<file path="src/rtl/load_use_interlock_pkg.sv">
// Shared definitions for the load-use interlock: load opcode, index/counter widths, FSM states.
package load_use_interlock_pkg;
   localparam logic [3:0] OP_LOAD   = 4'b1110;
   localparam int         REG_IDX_W = 3;
   localparam int         CNT_W     = 3;

   typedef enum logic {
      RUN  = 1'b0,
      HOLD = 1'b1
   } state_e;
endpackage

</file>
<file path="src/rtl/load_timer.sv">
// Countdown timer for one register's pending load; busy while nonzero.
module load_timer
   import load_use_interlock_pkg::*;
#(
   parameter int LOAD_LAT = 2
) (
   input  logic clock,
   input  logic reset_n,
   input  logic clr_i,
   input  logic load_i,
   output logic busy_o
);

   logic [CNT_W-1:0] cnt_q, cnt_d;

   // Clear beats reload, and reload beats the natural decrement.
   always_comb begin
      cnt_d = cnt_q;
      if (clr_i)
         cnt_d = '0;
      else if (load_i)
         cnt_d = CNT_W'(LOAD_LAT);
      else if (cnt_q != '0)
         cnt_d = cnt_q - 1'b1;
   end

   always_ff @(posedge clock or negedge reset_n) begin
      if (!reset_n)
         cnt_q <= '0;
      else
         cnt_q <= cnt_d;
   end

   assign busy_o = (cnt_q != '0);

endmodule

</file>
<file path="src/rtl/load_use_interlock.sv">
// Load-use interlock between decode and execute: stalls readers of pending load results.
// Optional stall statistics counter enabled by defining LUI_STALL_STATS_EN.
module load_use_interlock
   import load_use_interlock_pkg::*;
#(
   parameter int LOAD_LAT = 2,
   parameter int NREG     = 8
) (
   input  logic                 clock,
   input  logic                 reset_n,
   input  logic                 issue_valid,
   input  logic [3:0]           issue_op,
   input  logic [REG_IDX_W-1:0] issue_dst,
   input  logic [REG_IDX_W-1:0] issue_src_a,
   input  logic [REG_IDX_W-1:0] issue_src_b,
   input  logic [1:0]           issue_src_en,
   input  logic                 flush,
`ifdef LUI_STALL_STATS_EN
   input  logic                 stats_clr,
   output logic [15:0]          stall_count,
`endif
   output logic                 stall,
   output logic                 bubble,
   output logic [NREG-1:0]      busy_vec
);

   logic   hit_a, hit_b, accept, is_load;
   state_e state_q, state_d;

   assign hit_a   = issue_src_en[0] & busy_vec[issue_src_a];
   assign hit_b   = issue_src_en[1] & busy_vec[issue_src_b];
   assign stall   = issue_valid & ~flush & (hit_a | hit_b);
   assign accept  = issue_valid & ~stall & ~flush;
   assign is_load = (issue_op == OP_LOAD);

   // r0 is hardwired zero, so it never has a timer.
   assign busy_vec[0] = 1'b0;

   for (genvar r = 1; r < NREG; r++) begin : g_tmr
      load_timer #(.LOAD_LAT(LOAD_LAT)) u_tmr (
         .clock  (clock),
         .reset_n(reset_n),
         .clr_i  (flush),
         .load_i (accept & is_load & (issue_dst == REG_IDX_W'(r))),
         .busy_o (busy_vec[r])
      );
   end

   always_comb begin
      state_d = state_q;
      case (state_q)
         RUN:     if (stall) state_d = HOLD;
         HOLD:    if (!stall || flush) state_d = RUN;
         default: state_d = RUN;
      endcase
   end

   always_ff @(posedge clock or negedge reset_n) begin
      if (!reset_n)
         state_q <= RUN;
      else
         state_q <= state_d;
   end

   // HOLD is entered exactly on the edge after a stall cycle, so it doubles as the bubble flag.
   assign bubble = (state_q == HOLD);

`ifdef LUI_STALL_STATS_EN
   logic [15:0] stall_cnt_q;

   always_ff @(posedge clock or negedge reset_n) begin
      if (!reset_n)
         stall_cnt_q <= '0;
      else if (stats_clr)
         stall_cnt_q <= '0;
      else if (stall && (stall_cnt_q != 16'hFFFF))
         stall_cnt_q <= stall_cnt_q + 16'd1;
   end

   assign stall_count = stall_cnt_q;
`endif

endmodule

</file>
<file path="config.mk">
export PLATFORM = sky130hd
export DESIGN_NAME = load_use_interlock
export DESIGN_NICKNAME = d
export VERILOG_FILES = /design/src/rtl/load_use_interlock_pkg.sv /design/src/rtl/load_timer.sv /design/src/rtl/load_use_interlock.sv
export SDC_FILE = /design/constraint.sdc
export NUM_CORES = 1
export LEC_CHECK = 0
export ABC_AREA = 1
export ABC_CLOCK_PERIOD_IN_PS = 4700
export CORE_MARGIN = 2
export CORE_UTILIZATION = 55
export DETAILED_ROUTE_END_ITERATION = 10
export DONT_BUFFER_PORTS = 1
export PLACE_DENSITY = 0.7
export SLEW_MARGIN = 20
export SYNTH_ARGS = -nofsm -noshare
export SYNTH_HDL_FRONTEND = slang
export SYNTH_HIERARCHICAL = 1
export SYNTH_SLANG_ARGS = --single-unit
</file>
<file path="constraint.sdc">
create_clock -name clock -period 4.7 [get_ports clock]
set_input_delay 0.94 -clock clock [delete_from_list [all_inputs] [get_ports clock]]
set_output_delay 0.94 -clock clock [all_outputs]
set_load 0.05 [all_outputs]
</file>
==> impl_metrics.ini <==
[worst_setup_path]
end_kind = output port
worst-path-stages = 10
start_kind = register
crit_chain = inv_1 -> ha_1 -> ha_1 -> inv_2 -> nand2_1 -> nand3_1 -> nand2_1 -> nand2_1 -> nand3_2 -> a21oi_1
path_max_fanout = 5
cp.arrival_ps = 2710
worstPathRequired_ps = 3760
cp_slowest_cell = a21oi_1
cpLargestDelayFamily = compound AO/OA/AOI/OAI gates
cp_common_cell = nand2_1
path_class = register to output port
critPathMaxStageDelay_ps = 840
path_buf_inv = 2
reg2reg_depth = 14

[finish]
fin_cells = 258
antenna_cells = 0
area.growth.synth_to_final_pct = 4.40
drive_gt1_share_pct = 7.02
nets = 262
fillCellCount = 237

[sta]
drv_slew = 0
slew_headroom_pct = 31.1
hold_viol_final = 0
fin_hold_ws_ps = 303
setup_tns_ps = 0
min_period_ps = 3650
tightest_slew_ps = 1040
max_clock_freq_mhz = 274
setup_viol = 0
fin_crit_sh_pct = 77.6
rsz0062_at_grt = no
clock_skew_ps = 3.06

[clocking]
cts_setup_buffers = 0
cts-buffers-inserted = 3
clk_latency_ps = 310
cts_tree = built
cts.sinks = 22
clockRootBuffer = clkbuf_4
clk_path_buf_depth = 2
clk_pin_slew_ps = 120
h-tree-depth = 1
cts_hold_buffers = 0
post_cts_resized = 0

[routing]
detail-route-antenna-nets = 0
drtIter0Drc = 53
wl_um = 2940
avgViaCountPerCell = 4.90
vias = 1263
drtPass1Iterations = 4
drc_errors = 0
drt-wirelength-per-cell_um = 11.4

[die]
core_sq_um = 2540
die_area_sq_um = 3170
initial_utilization_pct = 59.2
num_rows = 18
chipHeight_um = 56.3
ioPinCount = 29
die_x_um = 56.3

[synthesis]
synth_warnings = 6
syn_area_per_cell_sq_um = 6.70
syn_area_sq_um = 1510
ys_ff_latch = 22
netlist-cell-type-count = 15
synth_fp_nets = 258
synth_cells = 225
ys_seq_area_share_pct = 36.5

[power]
peakVddDrop_v = 0.000399
p_per_area_nw_per_um2 = 686
leakagePower_nw = 0.871

[global_routing]
grt_pass1_vias = 1216
grt_max_degree = 23
grt_pass1_wl_um = 5110
antenna_found_initial = 0
grt_use_total_pct = 20.4
grt_overflow_total = 0

[run]
cap_violations = 0

[run_status]
status = complete, no violations

[place]
port_buffers = 0
hpwl_um = 2350
finalWeightedCongestion = 0.796
dp_cells = 254

[hold_path]
hp-class = input pin to asynchronous set/reset pin
## area by class of cell
cell class | instances | area, sq um | area share [%]
Inverter | 53 | 199 | 12.6
Tap cell | 30 | 37.5 | 2.39
Clock buffer | 4 | 36.3 | 2.31
Multi-Input combinational cell | 149 | 749 | 47.7
Sequential cell | 22 | 551 | 35.0
## flip-flops by register name (all words and copies together) (netlist names)
register and count:
g_tmr.u_tmr/cnt_q 21, bubble 1
## worst reg2reg max path: cells and delay by family, from the launching register on
family	cells	cell delay, ps
flip-flops	1	380
adder cells (fa/ha/maj)	2	440
AND/OR/NAND/NOR	9	840
AO/OA/AOI/OAI	1	90
buffers and inverters	2	340
## metrics by stage
step / power, mW / setup WS, ps / cell area (sq um) / utilization [%]
CTS: 1.09 / 1030 / 1570 / 61.8
global placement: 0.942 / 1430 / 1540 / 60.4
floorplan: 0.878 / 1550 / 1510 / -
finish: 1.08 / 1050 / 1570 / 61.8
global route: 1.20 / 848 / 1570 / 61.8
detailed placement: 0.982 / 1400 / 1540 / 60.4
## cell families (layout without fill, tap and decap cells)
| kind of cell | after synthesis | after routing | synth area share (%) |
|---|---|---|---|
| simple gates | 117 | 117 | 32.1 |
| buf+inv | 54 | 57 | 13.7 |
| flops | 22 | 22 | 36.5 |
| compound gates | 17 | 17 | 5.73 |
| fa+ha+maj | 14 | 14 | 11.6 |
| other cells | 1 | 1 | 0.249 |
## layer usage
metal	global-route usage, %	vias to the layer above	part of all wire (%)
met1	24.0	560	45
met4	8.50	0	1.2
met5	0	-	0
met2	35.5	19	49
li1	-	680	-
met3	4.84	4	5.2
## final timing paths
path / from / endpoint / slack [ps]
max in group asynchronous: reset_n / bubble$_DFF_PN0_ / 4330
worst max-delay path: g_tmr[7].u_tmr/cnt_q[0]$_DFFE_PN0P_ / stall / 1050
worst min register to register: g_tmr[2].u_tmr/cnt_q[0]$_DFFE_PN0P_ / g_tmr[2].u_tmr/cnt_q[0]$_DFFE_PN0P_ / 550
worst min-delay path: reset_n / g_tmr[2].u_tmr/cnt_q[1]$_DFFE_PN0P_ / 300
min in group clock: g_tmr[2].u_tmr/cnt_q[0]$_DFFE_PN0P_ / g_tmr[2].u_tmr/cnt_q[0]$_DFFE_PN0P_ / 550
worst max register to register: g_tmr[7].u_tmr/cnt_q[0]$_DFFE_PN0P_ / g_tmr[3].u_tmr/cnt_q[2]$_DFFE_PN0P_ / 2530
## report_power, final
group | switching, mW | leakage [nW] | internal, mW
registers | 0.0405 | 0.284 | 0.263
logic | 0.475 | 0.566 | 0.195
clock network | 0.0586 | 0.0210 | 0.0473
## cells in the mapped netlist (all sizes together)
| cell type | n | area (sq um) |
|---|---|---|
| nor2 | 66 | 248 |
| inv | 53 | 199 |
| nand2 | 34 | 128 |
| dfrtp | 22 | 551 |
| nand3 | 16 | 103 |
| ha | 14 | 175 |
| o21ai | 14 | 70.1 |
| a21oi | 2 | 10.0 |
| a31oi | 1 | 6.26 |
| buf | 1 | 7.51 |
| conb | 1 | 3.75 |
| nand4 | 1 | 6.26 |
## placed cells by master (no fill, tap or decap), drive strengths merged
cell / instances
nand2: 34
a31oi: 1
dfrtp: 22
conb: 1
inv: 53
o21ai: 14
nor2: 66
a21oi: 2
nand3: 16
ha: 14
nand4: 1
clkbuf: 4
No activity file was read; power rests on OpenSTA's default activity.
